<file path="config.mk">
export PLATFORM = sky130hd
export DESIGN_NAME = controlador_display
export DESIGN_NICKNAME = d
export VERILOG_FILES = /design/src/rtl/controlador_display.sv
export SDC_FILE = /design/constraint.sdc
export NUM_CORES = 1
export LEC_CHECK = 0
export BUFFER_PORTS_ARGS = -buffer_cell sky130_fd_sc_hd__buf_2
export CAP_MARGIN = 20
export CORE_MARGIN = 2
export CORE_UTILIZATION = 60
export CTS_CLUSTER_SIZE = 16
export DETAILED_ROUTE_END_ITERATION = 8
export PLACE_DENSITY = 0.84
export SLEW_MARGIN = 20
export SYNTH_ARGS = -nofsm -noshare
export SYNTH_HDL_FRONTEND = slang
export SYNTH_SLANG_ARGS = --single-unit
</file>
<file path="constraint.sdc">
create_clock -name clk -period 4.96 [get_ports clk]
set_input_delay 1.24 -clock clk [delete_from_list [all_inputs] [get_ports clk]]
set_output_delay 1.24 -clock clk [all_outputs]
set_load 0.02 [all_outputs]
</file>
<file path="src/rtl/controlador_display.sv">
// controlador_display: loads a parity-checked symbol message over valid/ready
// and time-multiplexes it across NUM_DIG digits, scrolling long messages.
module controlador_display #(
    parameter int NUM_DIG       = 4,
    parameter int MSG_LEN       = 8,
    parameter int SCAN_DIV      = 1000,
    parameter int SCROLL_FRAMES = 50,
    parameter int PARIDADE_PAR  = 1
) (
    input  logic               clk,
    input  logic               rst_n,
    input  logic [4:0]         codigo,
    input  logic               paridade,
    input  logic               in_valid,
    input  logic               in_last,
    output logic               in_ready,
    input  logic               limpar,
    output logic [4:0]         entrada,
    output logic               erropar,
    output logic [NUM_DIG-1:0] anodo,
    output logic               exibindo,
    output logic [3:0]         erros
);

    localparam int LW = $clog2(MSG_LEN + 1);
    localparam int BW = (MSG_LEN > 1) ? $clog2(MSG_LEN) : 1;
    localparam int DW = (NUM_DIG > 1) ? $clog2(NUM_DIG) : 1;
    localparam int SW = (SCAN_DIV > 1) ? $clog2(SCAN_DIV) : 1;
    localparam int FW = (SCROLL_FRAMES > 1) ? $clog2(SCROLL_FRAMES) : 1;

    localparam logic [4:0]         BLANK  = 5'd31;
    localparam logic [NUM_DIG-1:0] ANODO0 = NUM_DIG'(1) << (NUM_DIG - 1);

    typedef enum logic [1:0] {
        LIMPO,
        CARREGA,
        EXIBE
    } estado_t;

    estado_t          state, state_nx;
    logic [LW-1:0]    len;
    logic [BW-1:0]    base;
    logic [SW-1:0]    scan_cnt;
    logic [DW-1:0]    dig_idx;
    logic [FW-1:0]    frame_cnt;
    logic [5:0]       mem [MSG_LEN];

    logic             xfer, ok, tick, wrap, scroll, enter_exibe, last_slot, frame_end;
    logic [LW:0]      sum;
    logic [BW-1:0]    rd_idx;
    logic             blank;
    logic [4:0]       entrada_nx;
    logic             erropar_nx;
    logic [NUM_DIG-1:0] anodo_nx;

    assign xfer      = in_valid & in_ready & ~limpar;
    assign ok        = ((^codigo) ^ paridade) == ((PARIDADE_PAR != 0) ? 1'b0 : 1'b1);
    assign tick      = scan_cnt == SW'(SCAN_DIV - 1);
    assign wrap      = tick && (dig_idx == DW'(NUM_DIG - 1));
    assign scroll    = (state == EXIBE) && (len > LW'(NUM_DIG));
    assign last_slot = len == LW'(MSG_LEN - 1);
    assign frame_end = frame_cnt == FW'(SCROLL_FRAMES - 1);

    // State register
    always_ff @(posedge clk or negedge rst_n) begin
        if (!rst_n) state <= LIMPO;
        else        state <= state_nx;
    end

    // Next-state logic; limpar overrides everything, including a transfer
    always_comb begin
        state_nx = state;
        if (limpar) begin
            state_nx = LIMPO;
        end else begin
            case (state)
                LIMPO, CARREGA: begin
                    if (xfer) state_nx = (in_last || last_slot) ? EXIBE : CARREGA;
                end
                EXIBE:   state_nx = EXIBE;
                default: state_nx = LIMPO;
            endcase
        end
        enter_exibe = (state != EXIBE) && (state_nx == EXIBE);
    end

    // Free-running digit scan; not affected by limpar
    always_ff @(posedge clk or negedge rst_n) begin
        if (!rst_n) begin
            scan_cnt <= '0;
            dig_idx  <= '0;
        end else if (tick) begin
            scan_cnt <= '0;
            dig_idx  <= (dig_idx == DW'(NUM_DIG - 1)) ? '0 : dig_idx + 1'b1;
        end else begin
            scan_cnt <= scan_cnt + 1'b1;
        end
    end

    // Message length, error count, frame counter and scroll base
    always_ff @(posedge clk or negedge rst_n) begin
        if (!rst_n) begin
            len       <= '0;
            erros     <= '0;
            base      <= '0;
            frame_cnt <= '0;
        end else if (limpar) begin
            len       <= '0;
            erros     <= '0;
            base      <= '0;
            frame_cnt <= '0;
        end else begin
            if (xfer) begin
                len <= len + 1'b1;
                if (!ok && erros != 4'hF) erros <= erros + 1'b1;
            end
            if (enter_exibe) begin
                base      <= '0;
                frame_cnt <= '0;
            end else if (wrap) begin
                frame_cnt <= frame_end ? '0 : frame_cnt + 1'b1;
                if (scroll && frame_end)
                    base <= (LW'(base) == len - 1'b1) ? '0 : base + 1'b1;
            end
        end
    end

    // Message buffer; contents are meaningless beyond len, so no reset
    always_ff @(posedge clk) begin
        if (xfer) mem[BW'(len)] <= {codigo, ok};
    end

    // Content of the currently selected digit; single subtract suffices since base < len and dig_idx < len
    always_comb begin
        sum    = {1'b0, LW'(base)} + {1'b0, LW'(dig_idx)};
        rd_idx = BW'(dig_idx);
        blank  = LW'(dig_idx) >= len;
        if (scroll) begin
            blank  = 1'b0;
            rd_idx = (sum >= {1'b0, len}) ? BW'(sum - {1'b0, len}) : BW'(sum);
        end
        entrada_nx = blank ? BLANK : mem[rd_idx][5:1];
        erropar_nx = blank ? 1'b1  : mem[rd_idx][0];
        anodo_nx   = ANODO0 >> dig_idx;
    end

    // Registered outputs
    always_ff @(posedge clk or negedge rst_n) begin
        if (!rst_n) begin
            anodo    <= ANODO0;
            entrada  <= BLANK;
            erropar  <= 1'b1;
            in_ready <= 1'b1;
            exibindo <= 1'b0;
        end else begin
            anodo    <= anodo_nx;
            entrada  <= entrada_nx;
            erropar  <= erropar_nx;
            in_ready <= state_nx != EXIBE;
            exibindo <= state_nx == EXIBE;
        end
    end

endmodule

</file>
==> insert_results.sql, run 1 <==
INSERT INTO impl_metrics (metric_group, metric, value, unit) VALUES
('grt', 'grt_pass1_vias', '2620', ''),
('placement', 'place_congestion', '0.8958', ''),
('floorplan', 'io_pins', '27', ''),
('setup_path', 'setup.reg_to_reg.worst_slack', '1.31', 'ns'),
('cts', 'post_cts_buffers', '0', ''),
('grt', 'gr-total-overflow', '0', ''),
('placement', 'numPlacedInstances', '435', ''),
('placement', 'place.detailed.hpwl', '5626', 'µm'),
('outcome', 'status', 'finished clean', ''),
('synthesis', 'synth_top_cell_area_share', '33.51', '%'),
('layout', 'leading_cell_type_in_the_layout_fill_and_taps_excluded', 'sky130_fd_sc_hd__edfxtp_1', ''),
('layout', 'count_of_antenna_diodes_in_the_layout', '0', ''),
('job', 'maxCapViolations', '0', ''),
('routing', 'detail_route.vias_per_cell', '5.725', ''),
('layout', 'final_layout_size_suffix_gt1_share', '20.28', '%'),
('floorplan', 'placeableCoreArea', '6869', 'µm²'),
('cts', 'post_cts_resize_count', '0', ''),
('routing', 'drc', '0', ''),
('routing', 'mean_routed_wirelength_per_cell', '17.96', 'µm'),
('grt', 'grt_first_pass_wirelength', '13270', 'µm'),
('floorplan', 'design.die.area', '7862', 'µm²'),
('cts', 'numClockSinks', '91', ''),
('cts', 'clock_root_buffer', 'sky130_fd_sc_hd__clkbuf_8', ''),
('pwr', 'cellPowerDensity', '318.1', 'nW/µm²'),
('timing', 'timing_worst_slew_pin_value', '1.031', 'ns'),
('cts', 'cts.hold.buffers_added', '0', ''),
('grt', 'use_met1', '31.57', '%'),
('pwr', 'vdd.ir_drop.worst', '228.1', 'µV'),
('setup_path', 'timing.critical_path.from_type', 'flop', ''),
('timing', 'layout_min_cycle_time', '3.654', 'ns'),
('min_path', 'worstHoldPathType', 'reg2reg', ''),
('cts', 'clk_latency_worst_skew_pair', '0.37', 'ns'),
('cts', 'cts_buffers', '9', ''),
('routing', 'detail-route-antenna-nets', '0', ''),
('timing', 'fin_skew', '0.01030', 'ns'),
('synthesis', 'ys_seq_area_share', '58.76', '%'),
('layout', 'layout.cell_area.non_filler', '4707', 'µm²'),
('pwr', 'p_leak', '1.931', 'nW'),
('timing', 'fin_worst_hold_slack', '0.4718', 'ns'),
('layout', 'flow.area_growth_from_synthesis', '9.424', '%'),
('timing', 'timing.setup.tns', '0', 'ns'),
('synthesis', 'synth_warnings', '0', ''),
('setup_path', 'cp_data_arrival_time', '3.91', 'ns'),
('floorplan', 'row_count', '30', ''),
('layout', 'layout_common_cells', '48 x sky130_fd_sc_hd__edfxtp_1, 35 x sky130_fd_sc_hd__dfrtp_1, 31 x sky130_fd_sc_hd__nor2_1', ''),
('synthesis', 'synth-main-ff-cell', 'sky130_fd_sc_hd__edfxtp_1', ''),
('synthesis', 'ys_types', '50', ''),
('setup_path', 'critPathCaptureType', 'flop', ''),
('floorplan', 'die_w', '88.67', 'µm'),
('synthesis', 'postSynthNetCount', '352', ''),
('grt', 'grt_util_met2', '35.89', '%'),
('placement', 'portBuffers', '26', ''),
('placement', 'pre_cts_ws', '1.322', 'ns'),
('floorplan', 'floorplan.die.height', '88.67', 'µm'),
('layout', 'fin_cells', '451', ''),
('synthesis', 'synth_enable_flop_cells', '48', ''),
('routing', 'detailedRoute.firstIterationViolations', '285', ''),
('timing', 'finalWorstSetupSlack', '1.306', 'ns'),
('synthesis', 'ys_ff_latch', '91', ''),
('layout', 'number_of_inserted_filler_cells_in_the_final_layout', '491', ''),
('routing', 'detail_route.first_pass.iterations', '5', ''),
('timing', 'max_frequency', '0.2737', 'GHz'),
('setup_path', 'critPathRequiredTime', '5.22', 'ns'),
('routing', 'vias', '2582', ''),
('synthesis', 'yosys-top-cells-area', 'sky130_fd_sc_hd__edfxtp_1 34%, sky130_fd_sc_hd__dfrtp_1 20%, sky130_fd_sc_hd__mux2i_1 6.3%', ''),
('setup_path', 'path_max_fanout', '13', ''),
('timing', 'post-route-period-util', '73.67', '%'),
('placement', 'placed_area', '4487', 'µm²'),
('cts', 'cts_buffer_depth', '2', ''),
('timing', 'hold_viol', '0', ''),
('cts', 'tritoncts', 'done', '');
cells by family (layout without fill, tap and decap cells):
family | after synthesis | in the layout | share of synthesized area (%)
compound gates | 34 | 34 | 6.981
mux | 33 | 33 | 7.853
buf+inv | 17 | 52 | 2.385
simple gates | 96 | 96 | 11.55
flops | 91 | 91 | 58.75
xor+xnor | 28 | 28 | 6.021
fa+ha+maj | 21 | 21 | 6.457
final timing paths:
path,startpoint,cells after the start,endpoint
max,base[0]$_DFFE_PN0P_,10,erropar$_DFF_PN1_
min,state[1]$_DFF_PN0_,1,state[0]$_DFF_PN0_
max reg2reg,base[0]$_DFFE_PN0P_,10,erropar$_DFF_PN1_
min reg2reg,state[1]$_DFF_PN0_,1,state[0]$_DFF_PN0_
max in group asynchronous,rst_n,1,frame_cnt[3]$_DFFE_PN0P_
min in group asynchronous,rst_n,1,erros[3]$_DFFE_PN0P_
sequential cells by signal, indices dropped and copies added, names as in the netlist, 3 cells and up:
signal     cells
mem           48
scan_cnt      10
base           3
entrada        5
erros          4
frame_cnt      6
anodo          4
len            4
through the flow:
step,utilization [%],total power [W]
global placement,65.32,0.0009729
finish,68.52,0.001498
CTS,68.42,0.001505
detailed placement,65.32,0.0009783
floorplan,-,0.0009310
global route,68.52,0.001558
synthesized netlist by cell type (7+ instances only):
| cell | n |
|---|---|
| sky130_fd_sc_hd__a21oi_1 | 9 |
| sky130_fd_sc_hd__dfrtp_1 | 35 |
| sky130_fd_sc_hd__dfstp_2 | 8 |
| sky130_fd_sc_hd__edfxtp_1 | 48 |
| sky130_fd_sc_hd__ha_1 | 19 |
| sky130_fd_sc_hd__inv_1 | 10 |
| sky130_fd_sc_hd__mux2i_1 | 27 |
| sky130_fd_sc_hd__nand2_1 | 20 |
| sky130_fd_sc_hd__nand3_1 | 9 |
| sky130_fd_sc_hd__nor2_1 | 31 |
| sky130_fd_sc_hd__nor3_1 | 7 |
| sky130_fd_sc_hd__xnor2_1 | 13 |
| sky130_fd_sc_hd__xor2_1 | 14 |
metal layers:
| metal | share of wire, % | vias to the layer above |
|---|---|---|
| li1 | - | 1216 |
| met1 | 44 | 1278 |
| met2 | 49 | 67 |
| met3 | 4.4 | 21 |
| met4 | 2.3 | 0 |
| met5 | 0 | - |
power by group:
| group | internal [W] | total [W] | switching, W |
|---|---|---|---|
| sequential | 0.000822 | 0.000835 | 0.0000124 |
| clock | 0.000247 | 0.000536 | 0.000290 |
| combinational | 0.0000463 | 0.000126 | 0.0000802 |
| total | 0.00112 | 0.00150 | 0.000382 |
final cells by class:
class	instances	area, µm²	area share [%]
clock buffer	9	123.9	2.632
sequential	91	2527	53.69
inverter	10	37.54	0.7974
timing repair buffer	26	132.6	2.818
tap	96	120.1	2.552
multi-input combinational	212	1677	35.62
clock inverter	7	88.84	1.887
worst max-delay path, cell delays in order (launching register included):
cell and delay [ns]:
sky130_fd_sc_hd__dfrtp_1 0.45, sky130_fd_sc_hd__ha_1 0.25, sky130_fd_sc_hd__fa_1 0.53, sky130_fd_sc_hd__inv_1 0.07, sky130_fd_sc_hd__fa_1 0.43, sky130_fd_sc_hd__nand2b_1 0.16, sky130_fd_sc_hd__a211o_1 0.29, sky130_fd_sc_hd__o211ai_4 0.26
sky130_fd_sc_hd__a21boi_4 0.60, sky130_fd_sc_hd__mux2i_1 0.17, sky130_fd_sc_hd__a222oi_1 0.35
Note: power is estimated with default switching activity, not from simulation.
==> inputs of run 2 (changes only) <==
clock period = 3.61 ns   (was 4.96 ns; I/O delays follow)
==> run 2 against run 1 <==
  * Highest routed layer unchanged
  * Cell count grew 2.0%
  * Sequential cell count is the same
  * Largest power group unchanged
  * Sequential share of layout area shrank 1.0 points
  * Sequential power grew 38%
  * Worst setup slack lost 1.1 ns
==> insert_results.sql, run 2 (synthesized netlist as in run 1, its figures left out) <==
INSERT INTO impl_metrics (metric_group, metric, value, unit) VALUES
('routing', 'detail_route.vias_per_cell', '5.693', ''),
('layout', 'leading_cell_type_in_the_layout_fill_and_taps_excluded', 'sky130_fd_sc_hd__edfxtp_1', ''),
('cts', 'tritoncts', 'done', ''),
('cts', 'clock_root_buffer', 'sky130_fd_sc_hd__clkbuf_8', ''),
('floorplan', 'die_w', '88.67', 'µm'),
('grt', 'grt_util_all_layers', '21.43', '%'),
('routing', 'mean_routed_wirelength_per_cell', '16.70', 'µm'),
('cts', 'post_cts_buffers', '0', ''),
('cts', 'cts_buffer_depth', '2', ''),
('placement', 'place.detailed.hpwl', '5391', 'µm'),
('setup_path', 'cp_data_arrival_time', '3.67', 'ns'),
('placement', 'portBuffers', '26', ''),
('routing', 'drc', '0', ''),
('setup_path', 'cp_top_family', 'adder cells', ''),
('setup_path', 'cpMostUsedCell', 'sky130_fd_sc_hd__fa_1', ''),
('grt', 'grt_antenna_before_repair', '0', ''),
('routing', 'vias', '2619', ''),
('setup_path', 'critPathCaptureType', 'flop', ''),
('timing', 'setup_viol_count_final', '0', ''),
('timing', 'rsz0062_at_grt', 'false', ''),
('cts', 'path_clk_slew', '0.09', 'ns'),
('routing', 'detail-route-antenna-nets', '0', ''),
('layout', 'flow.area_growth_from_synthesis', '11.61', '%'),
('floorplan', 'initial_core_util', '62.62', '%'),
('placement', 'placed_area', '4524', 'µm²'),
('floorplan', 'design.die.area', '7862', 'µm²'),
('layout', 'fin_nets', '391', ''),
('floorplan', 'placeableCoreArea', '6869', 'µm²'),
('layout', 'final_core_utilization', '69.89', '%'),
('pwr', 'p_leak', '2.010', 'nW'),
('pwr', 'vdd.ir_drop.worst', '307.3', 'µV'),
('layout', 'largest_register', 'mem', ''),
('timing', 'max_frequency', '0.2922', 'GHz'),
('floorplan', 'floorplan.die.height', '88.67', 'µm'),
('layout', 'registers_with_the_most_flip_flops', 'mem (48), scan_cnt (10), frame_cnt (6)', ''),
('job', 'maxCapViolations', '0', ''),
('grt', 'grt_start_max_net_pins', '44', ''),
('setup_path', 'setup.reg_to_reg.worst_slack', '0.19', 'ns'),
('cts', 'post_cts_resize_count', '0', ''),
('timing', 'fin_worst_hold_slack', '0.4644', 'ns'),
('timing', 'fin_skew', '0.009329', 'ns'),
('setup_path', 'critical_path_class', 'reg2reg', ''),
('layout', 'final_layout_size_suffix_gt1_share', '21.98', '%'),
('cts', 'numClockSinks', '91', ''),
('timing', 'timing.setup.tns', '0', 'ns'),
('timing', 'timing_worst_slew_pin_value', '0.9055', 'ns'),
('timing', 'post-route-period-util', '94.79', '%'),
('pwr', 'cellPowerDensity', '437.5', 'nW/µm²'),
('layout', 'count_of_antenna_diodes_in_the_layout', '0', ''),
('routing', 'postRouteWirelength', '7682', 'µm'),
('setup_path', 'cp_cell_sequence', 'ha_1 -> fa_1 -> inv_1 -> fa_1 -> a21boi_2 -> o21ai_4 -> nand2_1 -> a22oi_2 -> buf_4 -> mux2_2 -> a222oi_1', ''),
('outcome', 'status', 'finished clean', ''),
('placement', 'place_congestion', '0.8097', ''),
('layout', 'layout.cell_area.non_filler', '4801', 'µm²'),
('timing', 'layout_min_cycle_time', '3.422', 'ns'),
('routing', 'detailedRoute.firstIterationViolations', '187', ''),
('timing', 'relSlewSlack', '39.17', '%'),
('floorplan', 'io_pins', '27', ''),
('placement', 'pre_cts_ws', '0.1381', 'ns'),
('floorplan', 'row_count', '30', ''),
('cts', 'ctsHtreeMaxLevel', '3', ''),
('setup_path', 'timing.critical_path.from_type', 'flop', ''),
('grt', 'grt_pass1_vias', '2471', ''),
('timing', 'hold_viol', '0', ''),
('layout', 'layout_common_cells', '48 x sky130_fd_sc_hd__edfxtp_1, 35 x sky130_fd_sc_hd__dfrtp_1, 31 x sky130_fd_sc_hd__nor2_1', ''),
('cts', 'clk_latency_worst_skew_pair', '0.36', 'ns'),
('layout', 'largest_register_ff_count', '48', ''),
('cts', 'cts.hold.buffers_added', '0', ''),
('setup_path', 'critPathRequiredTime', '3.86', 'ns'),
('min_path', 'worstHoldPathType', 'reg2reg', ''),
('grt', 'gr-total-overflow', '0', ''),
('setup_path', 'critical-path-max-stage-delay', '0.54', 'ns'),
('grt', 'grt_first_pass_wirelength', '12480', 'µm'),
('timing', 'slew_violations', '0', ''),
('setup_path', 'path_max_fanout', '8', ''),
('setup_path', 'slowest_stage', 'sky130_fd_sc_hd__fa_1', ''),
('routing', 'detail_route.first_pass.iterations', '5', ''),
('setup_path', 'critical_path_buf_inv_count', '2', ''),
('cts', 'cts_buffers', '9', ''),
('timing', 'finalWorstSetupSlack', '0.1880', 'ns');
run 2: cell count changes in the layout (fill, tap and decap cells not counted):
| cell | change |
|---|---|
| sky130_fd_sc_hd__clkinv_4 | +1 |
| sky130_fd_sc_hd__inv_8 | -1 |
| sky130_fd_sc_hd__nor3_2 | -1 |
| sky130_fd_sc_hd__inv_6 | -1 |
| sky130_fd_sc_hd__buf_12 | +1 |
| sky130_fd_sc_hd__buf_4 | +8 |
| sky130_fd_sc_hd__nor3_1 | +1 |
| sky130_fd_sc_hd__bufinv_16 | +1 |
run 2: final timing paths:
check,from,to,cells past startpoint
setup / recovery,base[0]$_DFFE_PN0P_,entrada[0]$_DFF_PN1_,11
hold / removal,state[1]$_DFF_PN0_,state[0]$_DFF_PN0_,1
setup reg to reg,base[0]$_DFFE_PN0P_,entrada[0]$_DFF_PN1_,11
hold reg to reg,state[1]$_DFF_PN0_,state[0]$_DFF_PN0_,1
max in group asynchronous,rst_n,erropar$_DFF_PN1_,1
min in group asynchronous,rst_n,state[0]$_DFF_PN0_,1
run 2: routing by layer:
| layer | global-route usage, % | share of wire (%) |
|---|---|---|
| met4 | 7.300 | 1.7 |
| met2 | 31.89 | 47 |
| met1 | 31.11 | 48 |
| met3 | 5.317 | 3.3 |
| met5 | 0 | 0 |
run 2: cell type report:
| cell class | count | area [µm²] |
|---|---|---|
| Timing Repair Buffer | 35 | 212.7 |
| Multi-Input combinational cell | 212 | 1672 |
| Tap cell | 96 | 120.1 |
| Clock buffer | 9 | 123.9 |
| Fill cell | 473 | 2068 |
| Inverter | 10 | 37.54 |
| Clock inverter | 7 | 107.6 |
| Sequential cell | 91 | 2527 |
run 2: worst reg2reg max path, cell delays in order, from the launching register on:
cell and delay (ns):
sky130_fd_sc_hd__dfrtp_1 0.44, sky130_fd_sc_hd__ha_1 0.25, sky130_fd_sc_hd__fa_1 0.54, sky130_fd_sc_hd__inv_1 0.07, sky130_fd_sc_hd__fa_1 0.43, sky130_fd_sc_hd__a21boi_2 0.19, sky130_fd_sc_hd__o21ai_4 0.20, sky130_fd_sc_hd__nand2_1 0.10
sky130_fd_sc_hd__a22oi_2 0.15, sky130_fd_sc_hd__buf_4 0.20, sky130_fd_sc_hd__mux2_2 0.36, sky130_fd_sc_hd__a222oi_1 0.38
run 2: metrics by stage:
stage	cells	total power [W]
2_1_floorplan	320	0.001279
3_3_place_gp	440	0.001332
3_5_place_dp	440	0.001339
4_1_cts	456	0.002112
5_1_grt	460	0.002181
6_report	460	0.002100
run 2: report_power, final:
group	internal [W]	switching (W)
sequential	0.00113	0.0000163
combinational	0.0000635	0.000108
clock	0.000403	0.000380
total	0.00160	0.000504
